$ cat src/rtl/ed_evt_arb.sv
// rtl/ed_evt_arb.sv - Round-robin edge-event scheduler with per-channel pending slots
// Detected edges wait in a one-deep slot per channel and drain through a registered valid/ready output.
module ed_evt_arb #(
  parameter int   N_CH           = 4,
  parameter int   IDX_W          = 2,
  parameter logic IN_RESET_VALUE = 1'b0
) (
  input  logic             clk,
  input  logic             reset,
  input  logic [N_CH-1:0]  in,
  input  logic [N_CH-1:0]  ris_en,
  input  logic [N_CH-1:0]  fal_en,
  input  logic             clr_ovf,
  output logic             evt_valid,
  input  logic             evt_ready,
  output logic [IDX_W-1:0] evt_ch,
  output logic             evt_ris,
  output logic [N_CH-1:0]  ovf
);

  typedef enum logic {
    EMPTY = 1'b0,
    FULL  = 1'b1
  } state_t;

  state_t           state, state_nxt;
  logic [N_CH-1:0]  prev;
  logic [N_CH-1:0]  pend, pend_nxt;
  logic [N_CH-1:0]  pend_ris, pend_ris_nxt;
  logic [N_CH-1:0]  rise, fall, edge_det, drop, ovf_nxt;
  logic [IDX_W-1:0] rr_ptr, rr_nxt;
  logic [IDX_W-1:0] gnt_idx, evt_ch_nxt;
  logic [IDX_W:0]   cand_sum;
  logic             gnt_found, load, evt_ris_nxt;

  assign rise      = in & ~prev & ris_en;
  assign fall      = ~in & prev & fal_en;
  assign edge_det  = rise | fall;
  assign load      = (state == EMPTY) || evt_ready;
  assign evt_valid = (state == FULL);

  // Scan offsets from farthest to nearest so the nearest pending channel after rr_ptr wins.
  always_comb begin
    gnt_found = 1'b0;
    gnt_idx   = '0;
    cand_sum  = '0;
    for (int k = N_CH; k >= 1; k--) begin
      cand_sum = {1'b0, rr_ptr} + (IDX_W+1)'(k);
      if (cand_sum >= (IDX_W+1)'(N_CH)) begin
        cand_sum = cand_sum - (IDX_W+1)'(N_CH);
      end
      if (pend[cand_sum[IDX_W-1:0]]) begin
        gnt_found = 1'b1;
        gnt_idx   = cand_sum[IDX_W-1:0];
      end
    end
  end

  // A slot granted this cycle is free again, so a same-cycle edge refills it without overflow.
  always_comb begin
    pend_nxt     = pend;
    pend_ris_nxt = pend_ris;
    drop         = '0;
    for (int i = 0; i < N_CH; i++) begin
      if (load && gnt_found && (gnt_idx == IDX_W'(i))) begin
        pend_nxt[i] = 1'b0;
      end
      if (edge_det[i]) begin
        if (!pend_nxt[i]) begin
          pend_nxt[i]     = 1'b1;
          pend_ris_nxt[i] = rise[i];
        end else begin
          drop[i] = 1'b1;
        end
      end
    end
    ovf_nxt = (clr_ovf ? '0 : ovf) | drop;
  end

  always_comb begin
    state_nxt   = state;
    evt_ch_nxt  = evt_ch;
    evt_ris_nxt = evt_ris;
    rr_nxt      = rr_ptr;
    if (load) begin
      if (gnt_found) begin
        state_nxt   = FULL;
        evt_ch_nxt  = gnt_idx;
        evt_ris_nxt = pend_ris[gnt_idx];
        rr_nxt      = gnt_idx;
      end else begin
        state_nxt = EMPTY;
      end
    end
  end

  always_ff @(posedge clk or posedge reset) begin
    if (reset) begin
      state    <= EMPTY;
      prev     <= {N_CH{IN_RESET_VALUE}};
      pend     <= '0;
      pend_ris <= '0;
      ovf      <= '0;
      evt_ch   <= '0;
      evt_ris  <= 1'b0;
      rr_ptr   <= IDX_W'(N_CH - 1);
    end else begin
      state    <= state_nxt;
      prev     <= in;
      pend     <= pend_nxt;
      pend_ris <= pend_ris_nxt;
      ovf      <= ovf_nxt;
      evt_ch   <= evt_ch_nxt;
      evt_ris  <= evt_ris_nxt;
      rr_ptr   <= rr_nxt;
    end
  end

endmodule

$ cat config.mk
export PLATFORM = sky130hd
export DESIGN_NAME = ed_evt_arb
export DESIGN_NICKNAME = d
export VERILOG_FILES = /design/src/rtl/ed_evt_arb.sv
export SDC_FILE = /design/constraint.sdc
export NUM_CORES = 1
export LEC_CHECK = 0
export CORE_MARGIN = 4
export CORE_UTILIZATION = 44
export DETAILED_ROUTE_END_ITERATION = 10
export PLACE_DENSITY = 0.74
export SYNTH_ARGS = -nofsm -noshare
export SYNTH_HDL_FRONTEND = slang
export SYNTH_SLANG_ARGS = --single-unit
$ cat constraint.sdc
create_clock -name clk -period 1.47 [get_ports clk]
set_input_delay 0.294 -clock clk [delete_from_list [all_inputs] [get_ports clk]]
set_output_delay 0.294 -clock clk [all_outputs]
set_load 0.01 [all_outputs]
# Word-level counts from Yosys, hierarchy flattened
# Index checks and enable logic that the tools add are counted.
# totals
latchBits,0
n_memories,0
mem_bits_ro,0
regBits,22
ramBits,0
# classes
mux,40
add_sub_neg,8
magnitude_cmp,9
mul,0
div_mod_pow,0
n_eq_ne,3
n_shift,0
reduce_logical,12
n_bitwise,13
# op_table
cell,count
$mux 1,26
$and 4x4->4,4
$mux 2,8
$lt 2x3->1 const B,5
$ge 3x3->1 const B,4
$bmux 1 s2,5
$reduce_and 2->1,5
$not 4->4,2
$or 4x4->4,2
$sub 2x1->2 const B,4
$add 2x2->3 const B,2
$logic_and 1x1->1,5
$not 1->1,5
$eq 2x2->1 const B,2
$mux 4,1
$add 2x1->3 const B,1
$add 2x3->3 const B,1
$eq 2x1->1 const B,1
$logic_not 2->1,1
$logic_or 1x1->1,1

# Logic depth before layout (Yosys ltp)
# logic_depth
word_depth,15
ltp_mapped,7
mapped_depth_nobuf,5

# Worst setup path after synthesis
# Ideal clock, no wire load.
# synth_path
kind,reg-to-reg
startpoint,register rr_ptr[0]
endpoint,register evt_ris
slack_ps,-87
arrival_time_ps,1419
n_path_buf,1
t_required_ps,1332
stages_incl_launch_ff,7
cell_sequence,dfstp_2 > and2b_1 > o21ai_1 > o211a_1 > buf_6 > mux2i_1 > o221ai_1
# synth_between
elab_chain_len,11
elab_cells_between_ends,35
# synth_lines
item,line_no,source
from (decl),31,"logic [IDX_W-1:0] rr_ptr, rr_nxt;"
from (signal assigned),106,rr_ptr <= IDX_W'(N_CH - 1);
from (signal assigned),115,rr_ptr <= rr_nxt;
$add 2x3->3,48,"cand_sum = {1'b0, rr_ptr} + (IDX_W+1)'(k);"
$ge 3x3->1 or $sub 2x1->2 (tied branches),"49, 50",
$mux 2,49,if (cand_sum >= (IDX_W+1)'(N_CH)) begin
$bmux 1 s2,52,if (pend[cand_sum[IDX_W-1:0]]) begin
$mux 1 (implied by the code),52,
$mux 2 (4 in a row),52,
$bmux 1 s2,89,evt_ris_nxt = pend_ris[gnt_idx];
$mux 1 (implied by the code),89,
to (signal assigned),114,evt_ris <= evt_ris_nxt;
to (decl),17,"output logic evt_ris,"
# Several ways; a longest one is shown, not always the timed one. The select of a mux whose other input is x is not followed.
# A chain may end at the register's enable or synchronous reset.

# Worst setup path after layout
# layout_path
startpoint,register rr_ptr[0]
endpoint,register pend_ris[1]
# layout_between
elab_chain_len,14
elab_cells_between_ends,38
# layout_lines
item,line_no,source
$add 2x3->3,48,
$ge 3x3->1 or $sub 2x1->2 (tied branches),"49, 50",
$mux 2,49,
$bmux 1 s2,52,
$mux 1 (implied by the code),52,
$mux 2 or $mux 1 (tied branches) (4 in a row),52,
$eq 2x1->1 or $logic_and 1x1->1 (tied branches),65,if (load && gnt_found && (gnt_idx == IDX_W'(i))) begin
$logic_and 1x1->1 *,65,
$mux 1 *,65,
$not 1->1 (no source line) *,--,
$reduce_and 2->1 (no source line) *,--,
to (signal assigned),111,pend_ris <= pend_ris_nxt;
to (decl),29,"logic [N_CH-1:0] pend_ris, pend_ris_nxt;"
# Every way passes the cells marked *; elsewhere a longest branch is shown, timed or not. The select of a mux whose other input is x is not followed.

==> results.md <==
Worst setup path
- pend_ris[1] — r2r endpoint
- 3 — biggest fanout along the worst timing path
- rr_ptr[0] — startpoint of the lowest-slack register-to-register path
- register — Setup crit end kind
- 1930 ps — Crit path arrival time
- -240 ps — flop-to-flop setup slack
- pend_ris[1] — capture point of the critical path
- register — Startpoint Class
- 1690 ps — required arrival time at the worst endpoint
- register to register — Worst Setup Path Type
- rr_ptr[0] — timing startpoint of the critical path
- 6 — number of cells on the worst reg-to-reg path

Route
- 14.7 um — post-detailed-route wirelength per cell
- 2.61 mm — drt total wl
- 0 — Routed Antenna Nets
- 4 — Pre-Repair DR Iteration Count
- 5.43 — post-DR vias/cell
- 0 — Remaining DRCs
- 31 — initial DRC count
- 961 — vias after detailed routing

Synth
- 22 — synthesis-stage register bit count
- sky130_fd_sc_hd__dfrtp_1, sky130_fd_sc_hd__dfstp_2, sky130_fd_sc_hd__nand2_1 — Synth area leaders
- 1060 um^2 — synthesized area
- compound AO/OA/AOI/OAI gates — combinational family with the most area after synthesis
- 0 — adder-cell area share of the yosys netlist
- 10.1 um^2 — average size of a mapped cell
- 0.523 — fraction of the yosys area taken by sequential cells
- sky130_fd_sc_hd__dfrtp_1 — cell taking the most area after synthesis
- 0 — YS warnings
- 0 — xor and xnor fraction of the mapped netlist area
- 121 — synthesized netlist net count
- 33 — library cells used by synthesis
- 0.186 — Post-Synth Simple-Gate Area
- 0.0189 — multiplexer fraction of the synthesized cell area
- 105 — Post-Syn Instances
- 0.473 — top-area cell type share of the netlist area
- 0.221 — synthesized-area fraction occupied by ao, oa, aoi and oai cells

Clock tree
- 1 — deepest level of the CTS H-tree
- 310 ps — clock latency on the worst-skew pair
- built — clock tree from TritonCTS
- 0 — number of hold-repair buffers added at the cts stage
- 120 ps — clock transition time at the flip-flop clock pins of the worst setup and hold paths
- 22 — number of clock sinks
- 2 — maximum buffer depth of the clock tree
- 3 — CTS buffer count
- sky130_fd_sc_hd__clkbuf_4 — root buffer selected by CTS

Min path
- primary input to asynchronous set/reset pin — class of the tightest hold or removal check

STA
- 0 — number of failing hold endpoints at the final stage
- 1.16 — final clock period utilization by the worst path
- 305 ps — worst hold slack across all endpoints
- 1710 ps — clock period minus final worst setup slack
- 16 — final setup violation count
- -239 ps — fin worst setup slack
- true — setup repair after global routing missed its margin
- 5.66 ps — clock tree skew after final layout
- 446 ps — actual slew at the worst max-slew pin
- 0 — final count of pins violating max slew
- 0.585 GHz — max frequency
- 0.701 — relative slew slack

Layout
- 0.683 — final core utilization
- 45.7% — area grow syn2layout
- 166 — total number of nets in the final design
- 193 — fill cell instance count of the final layout
- 177 — non-filler instance count after layout
- 0.302 — ratio of cells with drive above 1 in the final layout
- 0 — number of diodes

Global routing
- 0 — antenna violations before repair
- 0.175 — GRT Resource Usage Total
- 4.44 mm — global-route wire length before repair
- 1,004 — number of global-route vias before repair
- 23 — maximum number of pins on one net before global-route repair
- 0 — sum of overflow across all layers after global routing

Floorplanning
- 3250 um^2 — die area
- 57.0 um — die width
- 17 — Cell Rows
- 24 — IO Count
- 57.0 um — height of the die
- 2250 um^2 — Core Footprint
- 0.469 — Starting Density

Job
- 0 — Maximum Capacitance Violations

Pwr
- 1.40 mV — IR drop worst, VDD
- 0.682 nW — Static Leak
- 3.10 mW — overall power of the completed layout
- 2010 nW/um^2 — areal power density over the cells

Place
- 23 — # port buffers
- 168 — count of placed standard cells including taps
- 0.824 — final weighted congestion of routability-driven global placement
- 1.96 mm — Post-DP HPWL

Run status
- negative setup slack — failing checks
- finished, violations left — result of the run

synth_stat cells, drive strengths merged:
| master | n |
|---|---|
| a21boi | 2 |
| nor2 | 9 |
| a221oi | 2 |
| dfstp | 2 |
| o221ai | 2 |
| nor2b | 1 |
| a31oi | 1 |
| inv | 8 |
| nand3b | 4 |
| nand2 | 14 |
| o21ai | 8 |
| o41ai | 1 |
| nand2b | 3 |
| mux2i | 2 |
| o221a | 1 |
| buf | 3 |
| a21oi | 2 |
| and2b | 1 |
| o211ai | 5 |
| dfrtp | 20 |
| nand3 | 1 |
| o211a | 1 |
| nand4 | 1 |
| and2 | 2 |
| or2 | 1 |
| o21a | 2 |
| and3b | 2 |
| o22ai | 4 |
placed cells by master, fill, tap and decap left out, types with 4 or more instances in the layout:
cell type	instances
sky130_fd_sc_hd__buf_4	18
sky130_fd_sc_hd__clkdlybuf4s50_1	15
sky130_fd_sc_hd__dfrtp_1	17
sky130_fd_sc_hd__dlygate4sd2_1	8
sky130_fd_sc_hd__inv_1	8
sky130_fd_sc_hd__nand2_1	13
sky130_fd_sc_hd__nand3b_1	4
sky130_fd_sc_hd__nor2_1	8
sky130_fd_sc_hd__o211ai_1	5
sky130_fd_sc_hd__o21ai_2	4
worst min-delay path by stage:
stage	startpoint	to	slack, ps
final	reset	pend_ris[0]	310
after global routing	reset	prev[2]	350
after CTS	reset	prev[2]	310
after detailed placement	evt_ch[1]	evt_ch[1]	470
after global placement	evt_ch[1]	evt_ch[1]	470
after floorplan	reset	evt_ch[0]	280
layout make-up:
type / instances / area (um^2) / area share
well taps: 28 / 35.0 / 0.0227
multi-input cells: 72 / 504 / 0.327
repair buffers: 43 / 378 / 0.245
clock buffers: 4 / 36.3 / 0.0236
flip-flops and latches: 22 / 557 / 0.361
inverters: 8 / 30.0 / 0.0195
kinds of logic after synthesis:
group	count (synthesis)
buffers and inverters	11
muxes	2
and+or+nand+nor	39
DFF	22
AOI/OAI and AO/OA	31
worst max-delay path, cell delays in order, from the launching register on:
cell and delay [ps]:
sky130_fd_sc_hd__dfstp_2 570, sky130_fd_sc_hd__and2b_1 210, sky130_fd_sc_hd__o221ai_2 160, sky130_fd_sc_hd__buf_4 160
sky130_fd_sc_hd__nand4_1 100, sky130_fd_sc_hd__o221a_1 260, sky130_fd_sc_hd__a221oi_2 180
flip-flops by register name, summed over array words and instances (netlist names):
signal,cells
evt_ris,1
pend_ris,4
evt_valid,1
pend,4
evt_ch,2
ovf,4
rr_ptr,2
prev,4
layer usage:
metal	vias to the layer above	wire [um]	part of all wire	track usage
met5	-	0	0	0
met4	0	44	0.017	0.0828
met3	6	109	0.042	0.0204
met2	32	1270	0.49	0.274
met1	456	1180	0.45	0.241
li1	467	-	-	-
what timing repair did:
item,4_1_cts,5_1_grt
setup buffers,1,3
endpoints found under the setup margin,24,17
gates resized for setup,22,4
pin swaps,7,1
gates cloned,1,0
stage by stage:
| step | setup WS (ps) | TNS, ps | area [um^2] |
|---|---|---|---|
| floorplan | -70.0 | -343 | 1060 |
| global placement | -305 | -3100 | 1420 |
| detailed placement | -351 | -3850 | 1420 |
| CTS | -234 | -1840 | 1500 |
| global route | -308 | -3280 | 1540 |
| finish | -239 | -2120 | 1540 |
report_power, final:
part | internal [mW] | leakage [nW] | switching, mW
clock | 0.151 | 0.0210 | 0.177
sequential | 0.830 | 0.249 | 0.178
combinational | 0.923 | 0.411 | 0.836
Note: power is estimated with default switching activity, not from simulation.
